<file path="src/rtl/nri_div_ctrl.sv">
// Iterative non-restoring divider controller for RV32M DIV/DIVU/REM/REMU.
// Produces one quotient bit per cycle; divide-by-zero and signed overflow take a one-cycle fast path.
module nri_div_ctrl #(
  parameter int XLEN = 32
) (
  input  logic            i_clk,
  input  logic            i_rst_n,
  input  logic            i_valid,
  output logic            o_ready,
  input  logic [1:0]      i_op,
  input  logic [XLEN-1:0] i_dividend,
  input  logic [XLEN-1:0] i_divisor,
  input  logic            i_flush,
  output logic            o_valid,
  input  logic            i_ready,
  output logic [XLEN-1:0] o_result,
  output logic            o_busy
);

  localparam int CW = $clog2(XLEN);

  typedef enum logic [1:0] {IDLE, CALC, FIX, DONE} state_t;

  state_t          state_reg, state_next;
  logic            op_rem_reg, op_rem_next;
  logic            neg_q_reg, neg_q_next;
  logic            neg_r_reg, neg_r_next;
  logic [XLEN:0]   r_reg, r_next;
  logic [XLEN-1:0] q_reg, q_next;
  logic [XLEN-1:0] d_reg, d_next;
  logic [XLEN-1:0] result_reg, result_next;
  logic [CW-1:0]   cnt_reg, cnt_next;

  logic            accept;
  logic            is_signed;
  logic            a_neg, b_neg;
  logic [XLEN-1:0] a_mag, b_mag;
  logic            div_zero, sgn_ovf;
  logic [XLEN:0]   r_shift, r_step, r_fix;
  logic [XLEN-1:0] q_step, quo, rem;

  assign o_ready  = i_rst_n && (state_reg == IDLE) && !i_flush;
  assign o_valid  = (state_reg == DONE);
  assign o_busy   = (state_reg != IDLE);
  assign o_result = result_reg;
  assign accept   = i_valid && o_ready;

  // Operand conditioning: magnitudes for signed ops, raw values for unsigned ops.
  assign is_signed = ~i_op[0];
  assign a_neg     = is_signed & i_dividend[XLEN-1];
  assign b_neg     = is_signed & i_divisor[XLEN-1];
  assign a_mag     = a_neg ? -i_dividend : i_dividend;
  assign b_mag     = b_neg ? -i_divisor : i_divisor;
  assign div_zero  = (i_divisor == '0);
  assign sgn_ovf   = is_signed && (i_dividend == {1'b1, {(XLEN-1){1'b0}}}) && (i_divisor == '1);

  // The shifted value may wrap, but R stays within [-D, D) so the modular sum is exact.
  assign r_shift = {r_reg[XLEN-1:0], q_reg[XLEN-1]};
  assign r_step  = r_reg[XLEN] ? (r_shift + {1'b0, d_reg}) : (r_shift - {1'b0, d_reg});
  assign q_step  = {q_reg[XLEN-2:0], ~r_step[XLEN]};

  assign r_fix = r_reg[XLEN] ? (r_reg + {1'b0, d_reg}) : r_reg;
  assign quo   = neg_q_reg ? -q_reg : q_reg;
  assign rem   = neg_r_reg ? -r_fix[XLEN-1:0] : r_fix[XLEN-1:0];

  always_comb begin
    state_next  = state_reg;
    op_rem_next = op_rem_reg;
    neg_q_next  = neg_q_reg;
    neg_r_next  = neg_r_reg;
    r_next      = r_reg;
    q_next      = q_reg;
    d_next      = d_reg;
    result_next = result_reg;
    cnt_next    = cnt_reg;

    case (state_reg)
      IDLE: begin
        if (accept) begin
          op_rem_next = i_op[1];
          neg_q_next  = a_neg ^ b_neg;
          neg_r_next  = a_neg;
          d_next      = b_mag;
          if (div_zero) begin
            result_next = i_op[1] ? i_dividend : '1;
            state_next  = DONE;
          end else if (sgn_ovf) begin
            result_next = i_op[1] ? '0 : i_dividend;
            state_next  = DONE;
          end else begin
            r_next     = '0;
            q_next     = a_mag;
            cnt_next   = CW'(XLEN-1);
            state_next = CALC;
          end
        end
      end
      CALC: begin
        r_next   = r_step;
        q_next   = q_step;
        cnt_next = cnt_reg - 1'b1;
        if (cnt_reg == '0) begin
          state_next = FIX;
        end
      end
      FIX: begin
        r_next      = r_fix;
        result_next = op_rem_reg ? rem : quo;
        state_next  = DONE;
      end
      DONE: begin
        if (i_ready) begin
          state_next = IDLE;
        end
      end
      default: state_next = IDLE;
    endcase

    // A flush discards any pending result, so the result register must not move.
    if (i_flush) begin
      state_next  = IDLE;
      result_next = result_reg;
    end
  end

  always_ff @(posedge i_clk or negedge i_rst_n) begin
    if (!i_rst_n) begin
      state_reg  <= IDLE;
      op_rem_reg <= 1'b0;
      neg_q_reg  <= 1'b0;
      neg_r_reg  <= 1'b0;
      r_reg      <= '0;
      q_reg      <= '0;
      d_reg      <= '0;
      result_reg <= '0;
      cnt_reg    <= '0;
    end else begin
      state_reg  <= state_next;
      op_rem_reg <= op_rem_next;
      neg_q_reg  <= neg_q_next;
      neg_r_reg  <= neg_r_next;
      r_reg      <= r_next;
      q_reg      <= q_next;
      d_reg      <= d_next;
      result_reg <= result_next;
      cnt_reg    <= cnt_next;
    end
  end

endmodule
</file>
<file path="config.mk">
export PLATFORM = sky130hd
export DESIGN_NAME = nri_div_ctrl
export DESIGN_NICKNAME = d
export VERILOG_FILES = /design/src/rtl/nri_div_ctrl.sv
export SDC_FILE = /design/constraint.sdc
export NUM_CORES = 1
export LEC_CHECK = 0
export ABC_AREA = 1
export BUFFER_PORTS_ARGS = -buffer_cell sky130_fd_sc_hd__buf_2
export CELL_PAD_IN_SITES_DETAIL_PLACEMENT = 0
export CELL_PAD_IN_SITES_GLOBAL_PLACEMENT = 2
export CORE_MARGIN = 2
export CORE_UTILIZATION = 36
export DETAILED_ROUTE_END_ITERATION = 6
export PLACE_DENSITY_LB_ADDON = 0.1
export SYNTH_ARGS = -nofsm -noshare
export SYNTH_HDL_FRONTEND = slang
export SYNTH_SLANG_ARGS = --single-unit
</file>
<file path="constraint.sdc">
create_clock -name i_clk -period 8.1 [get_ports i_clk]
set_clock_uncertainty 0.1 [all_clocks]
set_input_delay 0.81 -clock i_clk [delete_from_list [all_inputs] [get_ports i_clk]]
set_output_delay 0.81 -clock i_clk [all_outputs]
set_load 0.01 [all_outputs]
</file>
==> flow_summary_export.csv <==
group,metric,value,unit
status,status,"complete, no violations",
timing,hold_viol,0,
yosys,synth_edf_count,0,
layout,final_cell_mix,"nand2_1, inv_1, o21ai_0",
timing,worst_slack,3.197,ns
worst_setup_path,worstSetupPathType,"primary input to flip-flop",
timing,setup_viol,0,
job,drv_cap,0,
layout,final_common_cell,"nand2_1",
pwr,ir_worst_vdd,0.1885,mV
timing,fin_crit_sh,0.6053,
detailed_routing,wl,60580,um
worst_setup_path,crit_path_end_kind,"flip-flop",
timing,fmax,203.9,MHz
layout,drive_gt1_frac,0.09176,
placed_design,place_ws,2.700,ns
floorplanning,dieHeight,213.1,um
timing,setup_tns,0,ns
worst_setup_path,required,8.31,ns
clock_tree,post_cts_resized,0,
detailed_routing,first_iter_violations,1373,
clock_tree,insertion_delay,0.46,ns
pwr,p_leak,8.879,nW
yosys,syn_avg_cell_area,6.023,um2
yosys,async_reset_ff_frac,1.000,
detailed_routing,drc,0,
placed_design,dpl-instance-area,16780,um2
clock_tree,clockBufferDepth,2,
detailed_routing,vias_per_cell,5.217,
placed_design,place_hpwl,48220,um
yosys,synth.net_count,2765,
floorplanning,die_w,213.1,um
worst_setup_path,arrival,5.11,ns
detailed_routing,ant_nets,0,
grt,gr-total-overflow,0,
clock_tree,cts_tree,"yes",
layout,area_delta_synth_final,10.06,%
floorplanning,num_io_pins,106,
yosys,synth_area,15750,um2
detailed_routing,wl_per_cell,18.55,um
grt,grt_pass1_vias,15830,
floorplanning,die_area,45420,um2
clock_tree,postCtsSetupBuffers,0,
pwr,fin_total_pwr,7.109,mW
layout,largest_register_ffs,33,
timing,relSlewSlack,0.1416,
timing,worst_pin_slew,1.276,ns
pwr,power_density,410.2,nW/um2
clock_tree,holdBufCountCts,0,
layout,layout.nets,2819,
grt,grt_max_degree,70,
layout,finalNonFillerCells,3266,
yosys,synth.distinct_cells,57,
worst_hold_path,min_path_type,"primary input to asynchronous set/reset pin",
clock_tree,clock_sinks,139,
timing,hold-worst-slack,0.2052,ns
yosys,yosys_warnings,0,
detailed_routing,dr_total_vias,17040,
placed_design,gp_congestion,0.9142,
timing,fin_crit,4.903,ns
worst_setup_path,crit_path_start_kind,"primary input",
timing,slew_violations,0,
yosys,synthFlopType,"dfrtp_1",
layout,antenna_cells,0,
clock_tree,htreeDepth,4,
floorplanning,fp.coreArea,43080,um2
layout,fin_area,17330,um2
yosys,ys_seq_area_frac,0.2209,
clock_tree,clk_pin_slew,0.07,ns
yosys,synthCells,2614,
clock_tree,cts_buffers,17,
grt,grt_use_total,0.2709,
worst_setup_path,critPathMaxFanout,55,
grt,antenna_found_initial,0,
placed_design,io_buffers,105,
grt,grt_pass1_wl,93230,um
timing,rsz0062_at_grt,"no",
yosys,synth_seq_cells,139,
floorplanning,std_cell_rows,76,
placed_design,dp.cells,3234,
clock_tree,root_buffer,"clkbuf_16",
floorplanning,initial_core_util,0.3655,
detailed_routing,drt-pass1-iter-count,5,
layout,final_util,0.4023,
cells in the mapped netlist (14+ instances only):
master	n	area, um2
nand2_1	733	2751
inv_1	332	1246
o21ai_0	251	1256
nor2_1	245	919.6
nand3_1	175	875.8
a21oi_1	148	740.7
dfrtp_1	139	3478
ha_1	78	975.9
xor2_1	70	613.1
clkbuf_1	62	232.7
nor3_1	47	235.2
nand4_1	30	187.7
xnor2_1	28	245.2
o211ai_1	22	165.2
a31oi_1	20	125.1
o22ai_1	20	125.1
inv_2	15	56.30
a22o_1	14	122.6
buf_2	14	70.07
or2_2	14	87.58
per-layer routing:
metal  GRT usage  share of wire  vias to the layer above
met2      0.4470           0.46                      354
met4     0.05508          0.015                        0
met3     0.03706          0.037                       44
met1      0.3772           0.49                     7985
li1            -              -                     8657
met5           0              0                        -
worst paths after layout:
kind                                endpoint          from  slack [ns]  depth (start not counted)
worst min-delay path               r_reg[26]       i_rst_n        0.21                          1
worst max-delay path              cnt_reg[4]  i_divisor[0]        3.20                         17
max in group asynchronous           q_reg[4]       i_rst_n        6.58                          2
min in group i_clk              o_result[29]  o_result[29]        0.37                          2
worst max register to register    cnt_reg[4]  state_reg[0]        3.46                         13
worst min register to register  o_result[29]  o_result[29]        0.37                          2
layout make-up:
cell class	count	area, um2
Fill cell	4776	25750
Multi-Input combinational cell	2037	10600
Sequential cell	139	3480
Inverter	353	1325
Tap cell	585	732.0
Timing Repair Buffer	120	644.4
Clock buffer	20	456.7
Clock inverter	12	90.09
power breakdown:
group          switching (mW)  internal [mW]  leakage (nW)
Sequential              0.467          0.978          1.77
Clock                   0.364          0.410         0.263
Combinational            3.28           1.61          6.84
critical path, cell delays in order:
cell and delay [ns]:
buf_2 0.11, inv_1 0.07, ha_1 0.15, inv_1 0.05, nor3_2 0.13, nand2_1 0.10, nor3_2 0.21, nand4_1 0.20
nor2_2 0.79, inv_2 0.37, a21oi_1 0.23, inv_1 0.07, nand3_1 0.71, inv_2 0.59, nand3_1 0.24, xor2_1 0.15
o21ai_0 0.10
kinds of logic (layout without fill, tap and decap cells):
family	count (synthesis)	after routing	synth area share
flops	139	139	0.2209
simple gates	1316	1316	0.3587
mux	1	1	0.0006358
compound gates	539	539	0.1922
fa+ha+maj	83	83	0.06643
xor+xnor	98	98	0.05451
buf+inv	438	505	0.1066
Power figures use the tool's default switching activity.
